### src/rtl/mini_src_control_unit.sv
// rtl/mini_src_control_unit.sv - Mini SRC multi-cycle hardwired control unit
// Ports: clk, clr (sync active-high reset), IR (opcode in [31:27]), CON_FF,
// Stop (halt request at instruction end); outputs are the datapath strobes,
// Clear (asserted in reset) and Run (high in fetch/execute).
module mini_src_control_unit (
  input  logic        clk,
  input  logic        clr,
  input  logic [31:0] IR,
  input  logic        CON_FF,
  input  logic        Stop,
  output logic        Gra,
  output logic        Grb,
  output logic        Grc,
  output logic        Rin,
  output logic        Rout,
  output logic        BAout,
  output logic        PCout,
  output logic        MDRout,
  output logic        Zhighout,
  output logic        Zlowout,
  output logic        HIout,
  output logic        LOout,
  output logic        InPortout,
  output logic        Cout,
  output logic        PCin,
  output logic        IRin,
  output logic        Yin,
  output logic        Zin,
  output logic        MARin,
  output logic        MDRin,
  output logic        HIin,
  output logic        LOin,
  output logic        CONin,
  output logic        OUTPort_in,
  output logic        IncPC,
  output logic        Read,
  output logic        Write,
  output logic        Clear,
  output logic        Run
);

  typedef enum logic [1:0] {PH_RST, PH_FETCH, PH_EXEC, PH_HALT} phase_t;

  localparam logic [4:0] OP_LD   = 5'd0,  OP_LDI  = 5'd1,  OP_ST   = 5'd2;
  localparam logic [4:0] OP_ADD  = 5'd3,  OP_OR   = 5'd10, OP_ADDI = 5'd11;
  localparam logic [4:0] OP_ORI  = 5'd13, OP_MUL  = 5'd14, OP_DIV  = 5'd15;
  localparam logic [4:0] OP_NEG  = 5'd16, OP_NOT  = 5'd17, OP_BR   = 5'd18;
  localparam logic [4:0] OP_JR   = 5'd19, OP_JAL  = 5'd20, OP_IN   = 5'd21;
  localparam logic [4:0] OP_OUT  = 5'd22, OP_MFHI = 5'd23, OP_MFLO = 5'd24;
  localparam logic [4:0] OP_HALT = 5'd26;

  phase_t     phase, phase_nxt;
  logic [2:0] step, step_nxt;
  logic [4:0] opcode;
  logic [2:0] last_step;

  assign opcode = IR[31:27];

  // Index of the final execute step for each opcode.
  always_comb begin
    last_step = 3'd0;
    if (opcode == OP_LD)                            last_step = 3'd5;
    else if (opcode == OP_ST)                       last_step = 3'd4;
    else if (opcode >= OP_LDI && opcode <= OP_ORI)  last_step = 3'd2;
    else if (opcode == OP_MUL || opcode == OP_DIV)  last_step = 3'd3;
    else if (opcode == OP_NEG || opcode == OP_NOT)  last_step = 3'd1;
    else if (opcode == OP_BR)                       last_step = 3'd3;
    else if (opcode == OP_JAL)                      last_step = 3'd1;
  end

  always_ff @(posedge clk) begin
    if (clr) begin
      phase <= PH_RST;
      step  <= 3'd0;
    end else begin
      phase <= phase_nxt;
      step  <= step_nxt;
    end
  end

  always_comb begin
    {Gra, Grb, Grc, Rin, Rout, BAout} = '0;
    {PCout, MDRout, Zhighout, Zlowout, HIout, LOout, InPortout, Cout} = '0;
    {PCin, IRin, Yin, Zin, MARin, MDRin, HIin, LOin, CONin, OUTPort_in} = '0;
    {IncPC, Read, Write, Clear, Run} = '0;
    // Anything not explicitly routed (including undefined steps) lands on F0.
    phase_nxt = PH_FETCH;
    step_nxt  = 3'd0;

    case (phase)
      PH_RST: Clear = 1'b1;

      PH_FETCH: begin
        Run = 1'b1;
        case (step)
          3'd0: begin PCout = 1'b1; MARin = 1'b1; IncPC = 1'b1; Zin = 1'b1; step_nxt = 3'd1; end
          3'd1: begin Zlowout = 1'b1; PCin = 1'b1; Read = 1'b1; step_nxt = 3'd2; end
          3'd2: begin Read = 1'b1; MDRin = 1'b1; step_nxt = 3'd3; end
          3'd3: begin MDRout = 1'b1; IRin = 1'b1; phase_nxt = PH_EXEC; end
          default: Run = 1'b1;
        endcase
      end

      PH_EXEC: begin
        Run = 1'b1;
        if (step <= last_step) begin
          if (opcode == OP_LD || opcode == OP_ST || opcode == OP_LDI) begin
            case (step)
              3'd0: begin Grb = 1'b1; BAout = 1'b1; Rout = 1'b1; Yin = 1'b1; end
              3'd1: begin Cout = 1'b1; Zin = 1'b1; end
              3'd2: begin
                Zlowout = 1'b1;
                if (opcode == OP_LDI) begin Gra = 1'b1; Rin = 1'b1; end
                else MARin = 1'b1;
              end
              3'd3: begin
                if (opcode == OP_LD) Read = 1'b1;
                else begin Gra = 1'b1; Rout = 1'b1; MDRin = 1'b1; end
              end
              3'd4: begin
                if (opcode == OP_LD) begin Read = 1'b1; MDRin = 1'b1; end
                else Write = 1'b1;
              end
              default: begin MDRout = 1'b1; Gra = 1'b1; Rin = 1'b1; end
            endcase
          end else if (opcode >= OP_ADD && opcode <= OP_ORI) begin
            case (step)
              3'd0: begin Grb = 1'b1; Rout = 1'b1; Yin = 1'b1; end
              3'd1: begin
                Zin = 1'b1;
                // Register-register forms take the second operand from rc,
                // immediate forms from the sign-extended constant.
                if (opcode <= OP_OR) begin Grc = 1'b1; Rout = 1'b1; end
                else Cout = 1'b1;
              end
              default: begin Zlowout = 1'b1; Gra = 1'b1; Rin = 1'b1; end
            endcase
          end else begin
            case (opcode)
              OP_MUL, OP_DIV: begin
                case (step)
                  3'd0:    begin Gra = 1'b1; Rout = 1'b1; Yin = 1'b1; end
                  3'd1:    begin Grb = 1'b1; Rout = 1'b1; Zin = 1'b1; end
                  3'd2:    begin Zlowout = 1'b1; LOin = 1'b1; end
                  default: begin Zhighout = 1'b1; HIin = 1'b1; end
                endcase
              end
              OP_NEG, OP_NOT: begin
                if (step == 3'd0) begin Grb = 1'b1; Rout = 1'b1; Zin = 1'b1; end
                else begin Zlowout = 1'b1; Gra = 1'b1; Rin = 1'b1; end
              end
              OP_BR: begin
                case (step)
                  3'd0:    begin Gra = 1'b1; Rout = 1'b1; CONin = 1'b1; end
                  3'd1:    begin PCout = 1'b1; Yin = 1'b1; end
                  3'd2:    begin Cout = 1'b1; Zin = 1'b1; end
                  default: begin Zlowout = 1'b1; PCin = CON_FF; end
                endcase
              end
              OP_JR:   begin Gra = 1'b1; Rout = 1'b1; PCin = 1'b1; end
              OP_JAL: begin
                if (step == 3'd0) begin PCout = 1'b1; Grb = 1'b1; Rin = 1'b1; end
                else begin Gra = 1'b1; Rout = 1'b1; PCin = 1'b1; end
              end
              OP_IN:   begin InPortout = 1'b1; Gra = 1'b1; Rin = 1'b1; end
              OP_OUT:  begin Gra = 1'b1; Rout = 1'b1; OUTPort_in = 1'b1; end
              OP_MFHI: begin HIout = 1'b1; Gra = 1'b1; Rin = 1'b1; end
              OP_MFLO: begin LOout = 1'b1; Gra = 1'b1; Rin = 1'b1; end
              default: Run = 1'b1;
            endcase
          end

          if (step == last_step) begin
            // Stop is only looked at here, so earlier pulses are dropped.
            if (Stop || opcode == OP_HALT) phase_nxt = PH_HALT;
          end else begin
            phase_nxt = PH_EXEC;
            step_nxt  = step + 3'd1;
          end
        end
      end

      PH_HALT: phase_nxt = PH_HALT;

      default: phase_nxt = PH_FETCH;
    endcase
  end

endmodule

### config.mk
export PLATFORM = sky130hd
export DESIGN_NAME = mini_src_control_unit
export DESIGN_NICKNAME = d
export VERILOG_FILES = /design/src/rtl/mini_src_control_unit.sv
export SDC_FILE = /design/constraint.sdc
export NUM_CORES = 1
export LEC_CHECK = 0
export ABC_AREA = 1
export CAP_MARGIN = 10
export CORE_ASPECT_RATIO = 1.75
export CORE_MARGIN = 2
export CORE_UTILIZATION = 39
export DETAILED_ROUTE_END_ITERATION = 10
export GPL_TIMING_DRIVEN = 0
export PLACE_DENSITY = 0.86
export SETUP_SLACK_MARGIN = 0.02
export SLEW_MARGIN = 20
export SYNTH_ARGS = -nofsm -noshare
export SYNTH_HDL_FRONTEND = slang
export SYNTH_SLANG_ARGS = --single-unit
### constraint.sdc
create_clock -name clk -period 2.6 [get_ports clk]
set_clock_uncertainty 0.15 [all_clocks]
set_input_delay 0.26 -clock clk [delete_from_list [all_inputs] [get_ports clk]]
set_output_delay 0.26 -clock clk [all_outputs]
set_load 0.05 [all_outputs]
**Yosys cells after proc, flatten, opt, wreduce, memory -nomap -nowiden**

Index checks and enable logic that the tools add are counted.

- Register bits: 5
- Input port bits: 36
- Output and inout port bits: 29
- Logic and storage cells: 210

- Add/subtract/negate cells: 1
- $lt $le $gt $ge: 5
- Eq/ne operators: 22
- Muxes and demuxes: 154
- Reduce and logical (&&, ||, !) cells: 26

Operators with widths:

| operator | number |
|---|---|
| $mux 1 | 117 |
| $eq 5x5->1 const B | 10 |
| $pmux 1 s2 | 15 |
| $pmux 1 s3 | 6 |
| $reduce_or 3->1 | 6 |
| $mux 2 | 8 |
| $reduce_or 2->1 | 7 |
| $mux 3 | 4 |
| $pmux 2 s3 | 2 |
| $eq 5x4->1 const B | 2 |
| $le 5x4->1 const B | 2 |
| $reduce_or 5->1 | 2 |
| $eq 3x2->1 const B | 2 |
| $pmux 3 s2 | 1 |
| $eq 5x1->1 const B | 1 |
| $eq 5x2->1 const B | 1 |
| $ge 5x1->1 const B | 1 |
| $ge 5x2->1 const B | 1 |
| $logic_not 5->1 | 1 |
| $logic_or 1x1->1 | 5 |
| $eq 2x2->1 const B | 2 |
| $pmux 1 s4 | 1 |
| $reduce_or 4->1 | 1 |
| $add 3x1->3 const B | 1 |
| 8 further kinds | 9 |

**Longest topological paths before layout**

- Word-level depth: 12
- Mapped depth: 15
- Depth with buffers taken out: 15

**Worst setup path before layout**

No wires, ideal clock.

- Path type: input-to-output
- Start point: in IR[31]
- End point: out Zhighout
- Arrival: 2952 ps
- Required time: 2190 ps
- Slack: -762 ps
- Stages on the path: 12
- Path buffers: 2
- Cells stage by stage: buf_2 > inv_2 > nand2_2 > inv_1 > nand2_1 > ha_1 > a21oi_1 > nand2_1 > nand2_2 > nand3_4 > nor3_1 > buf_4

- Longest elaborated chain between the ends: 11
- Elaborated cells between the ends (all ways): 32
- Classes of those cells: order compare (4); eq/ne (8); mux (12); reduce/logical (8)

Ends and longest elaborated chain:

| item | RTL line | text |
|---|---|---|
| start: declaration | 8 | `input logic [31:0] IR,` |
| $eq 5x5->1 | 68 | `else if (opcode == OP_JAL) last_step = 3'd1;` |
| $mux 1 | 68 |  |
| $mux 2 | 67 | `else if (opcode == OP_BR) last_step = 3'd3;` |
| $mux 2 | 66 | `else if (opcode == OP_NEG \|\| opcode == OP_NOT) last_step = 3'd1;` |
| $mux 2 | 65 | `else if (opcode == OP_MUL \|\| opcode == OP_DIV) last_step = 3'd3;` |
| $mux 2 | 64 | `else if (opcode >= OP_LDI && opcode <= OP_ORI) last_step = 3'd2;` |
| $mux 3 | 63 | `else if (opcode == OP_ST) last_step = 3'd4;` |
| $mux 3 | 62 | `if (opcode == OP_LD) last_step = 3'd5;` |
| $le 3x3->1 | 106 | `if (step <= last_step) begin` |
| $mux 1 * (2 in series) | n/a |  |
| end: declaration | 19 | `output logic Zhighout,` |

Every way passes the cells marked *; elsewhere a longest branch is shown, timed or not.

**Worst setup path after layout**

- Start point: reg step[1]
- End point: out PCout

- Longest elaborated chain between the ends: 7
- Elaborated cells between the ends (all ways): 10
- Classes of those cells: order compare (1); eq/ne (1); mux (7); reduce/logical (1)

Ends and longest elaborated chain:

| item | RTL line | text |
|---|---|---|
| start: declaration | 53 | `logic [2:0] step, step_nxt;` |
| start signal: assignment | 77 | `step <= step_nxt;` |
| $eq 3x1->1 or $logic_not 3->1 (tied branches) | 153, 95, 162 |  |
| $mux 1 (on tied branches) | 153, 95, 162 |  |
| $pmux 1 s2 | 139 | `case (opcode)` |
| $mux 1 | 126 | `end else if (opcode >= OP_ADD && opcode <= OP_ORI) begin` |
| $mux 1 | 107 | `if (opcode == OP_LD \|\| opcode == OP_ST \|\| opcode == OP_LDI) begin` |
| $mux 1 | 106 |  |
| $pmux 1 s2 * | 90 | `case (phase)` |
| end: declaration | 17 | `output logic PCout,` |

Marked as above.

==> metrics.cfg <==
[logic_synthesis]
synth_nets=256
synth_seq_cells=5
ys_warn_count=0
avgSynthCellArea_um2=5.685
synth_cell_types=32
netlist_instances=208
ys_seq_area_frac=0.08466
syn-cell-area_um2=1182

[critical_path]
cp-startpoint=step[1]
cp-start-kind=flip-flop
crit_required_ps=2190
worstPathArrival_ps=2120
critPathMaxFanout=7
critPathMostFrequentCell=inv_1
max_stage_delay_ps=390
crit_family=buffers and inverters
r2r_start=phase[0]
path_cells=inv_1 > ha_1 > inv_1 > nor2_2 > nand2_1 > o21ai_1 > nand3_1 > a21oi_2 > clkdlybuf4s15_2
crit_slowest_cell=clkdlybuf4s15_2
worst-path-buf-inv=3
crit_type=flip-flop to primary output
worstSetupEndpointType=primary output

[timing]
relSlewSlack=0.6556
rsz0062_at_grt=true
tightest_slew_ps=515.0
hold_viol_final=0
finalCritPeriodShare=0.9746
fin_setup_tns_ps=0
finalWorstPathRequiredPeriod_ps=2534
slew_violations=0
setup_viol=0
fmax_ghz=0.3946

[die]
dieArea_um2=3505
die_height_um=76.84
io-pin-count=65
coreArea_um2=2895
rows=26
die_w_um=45.62
start_util=0.4084

[clock_network]
cts_made_buffers=3
ctsHoldBuffers=0
clock_latency_ps=230
clockBufferDepth=2
root_buffer=clkbuf_8
cts.sink_count=5
cts_tree=yes
cts.htree.levels=1
clk_pin_slew_ps=40

[flow_run]
cap_violations=0

[final_layout]
fillers=212
diodes=0
layout-drive-gt1-share=0.4302
area_growth_pct=69.10
nets=307
final_area_um2=1999

[placement]
dpl.hpwl_um=3147
place_area_um2=1694
place_congestion=0.9415
port_buffers=36

[detailed_routing]
ant_nets=0
vias_per_cell=5.941
routed_wl_um=4741
dr.pass1.iters=7
drc=1
drtIter0Drc=90
via_count=1699
wl_per_cell_um=16.58

[global_route]
grt_max_degree=11
grt.overflow.total=0
antenna_found_initial=0
grt_pass1_wl_um=6837
grt_usage=0.2572
grt_pass1_vias=1542

[worst_hold_path]
holdCritStartpoint=step[0]
holdCritPathClass=flip-flop to flip-flop

[power_and_ir_drop]
p_leak_nw=0.8829
power_density_nw_per_um2=229.6
p_sw_frac=0.4248
p_clk_frac=0.330
p_comb_frac=0.493
cellInternalPower_mw=0.2640
net-switching-power_mw=0.1950
power_frac_seq=0.177
fin_total_pwr_mw=0.4590
vdd_drop_max_uv=283.8

[outcome]
status=complete, but fails checks
failed_checks=design-rule violations

==> logic make-up (layout without fill, tap and decap cells) <==
family / after synthesis / after routing / share of synthesized area
AO/OA/AOI/OAI: 33 / 33 / 0.1471
adder cells (fa/ha/maj): 12 / 12 / 0.1270
buffers and inverters: 32 / 82 / 0.1153
flip-flops: 5 / 5 / 0.08466
AND/OR/NAND/NOR: 126 / 126 / 0.5259
==> per-layer routing <==
layer | track usage | vias up | part of all wire
li1 | - | 796 | -
met1 | 0.2734 | 765 | 0.35
met2 | 0.4380 | 102 | 0.54
met3 | 0.02353 | 36 | 0.057
met4 | 0.1794 | 0 | 0.057
met5 | 0 | - | 0
==> cell usage after synthesis, drive strengths merged <==
cell | n | area (um2)
a211oi | 1 | 7.510
a21oi | 19 | 98.85
and2 | 1 | 6.260
buf | 4 | 25.02
clkinv | 2 | 8.750
dfxtp | 5 | 100.1
ha | 12 | 150.1
inv | 26 | 102.6
nand2 | 51 | 203.9
nand3 | 25 | 142.6
nand3b | 1 | 7.510
nand4 | 5 | 31.28
nor2 | 30 | 158.9
nor3 | 9 | 45.04
nor3b | 1 | 7.510
nor4 | 1 | 6.260
o21ai | 11 | 55.05
o22ai | 2 | 12.51
or2 | 2 | 12.51
==> worst paths after layout <==
check / to / slack, ps / cells after the start
min reg2reg: step[0] / 310 / 1
max reg2reg: step[0] / 650 / 5
min: step[0] / 310 / 1
max: PCout / 70 / 9
==> sequential cells by signal, summed over array words and instances (netlist names) <==
signal / count
step: 3
phase: 2
==> metrics by stage <==
| step | hold WS [ps] | utilization | setup WS [ps] | std cells |
|---|---|---|---|---|
| final | 313.0 | 0.6906 | 65.99 | 286 |
| after global placement | 345.2 | 0.5851 | -1473 | 272 |
| after CTS | 371.2 | 0.6413 | 17.36 | 284 |
| after detailed placement | 366.3 | 0.5851 | -1487 | 272 |
| after global routing | 332.7 | 0.6906 | -39.95 | 286 |
| after floorplan | 179.1 | - | -299.0 | 208 |
==> final cells by class <==
class,instances,area (um2),area share
Tap cell,28,35.03,0.01752
Buffer,4,27.53,0.01377
Sequential cell,5,102.6,0.05131
Clock buffer,4,45.04,0.02253
Multi-Input combinational cell,171,1239,0.6195
Timing Repair Buffer,46,416.7,0.2084
Inverter,28,133.9,0.06696
==> repair_timing <==
action | 4_1_cts | 5_1_grt
resized for setup | 189 | 33
setup endpoints to repair | 29 | 26
buffers inserted | 8 | 2
cloned | 0 | 0
pin swaps | 8 | 15
hold endpoints to repair | 0 | 0
==> power by group through the flow <==
stage	sequential (mW)	clock (mW)	combinational [mW]
after floorplan	0.0819	0	0.123
after global placement	0.0822	0	0.171
after detailed placement	0.0824	0	0.172
after CTS	0.0813	0.151	0.195
after global routing	0.0816	0.159	0.240
final	0.0814	0.151	0.226
==> layout by cell type, fill, tap and decap left out, types with 2 or more instances in the layout <==
cell type / synthesis / layout
a21oi_1: 18 / 6
a21oi_2: 1 / 10
a21oi_4: 0 / 3
buf_2: 2 / 5
buf_4: 2 / 21
buf_6: 0 / 13
clkbuf_8: 0 / 3
clkdlybuf4s15_2: 0 / 3
clkdlybuf4s50_1: 0 / 5
dfxtp_1: 5 / 3
dfxtp_2: 0 / 2
ha_1: 12 / 10
ha_4: 0 / 2
inv_1: 19 / 18
inv_2: 6 / 3
inv_4: 0 / 2
inv_6: 1 / 2
nand2_1: 48 / 43
nand2_2: 2 / 4
nand2_4: 1 / 2
nand2_8: 0 / 2
nand3_1: 23 / 17
nand3_2: 1 / 3
nand3_4: 1 / 5
nand4_1: 5 / 5
nor2_1: 23 / 18
nor2_2: 3 / 6
nor2_4: 3 / 5
nor3_1: 9 / 3
nor3_2: 0 / 3
nor3_4: 0 / 3
o21ai_0: 9 / 8
o21ai_1: 2 / 2
or2_2: 2 / 2
No activity file was read; power rests on OpenSTA's default activity.
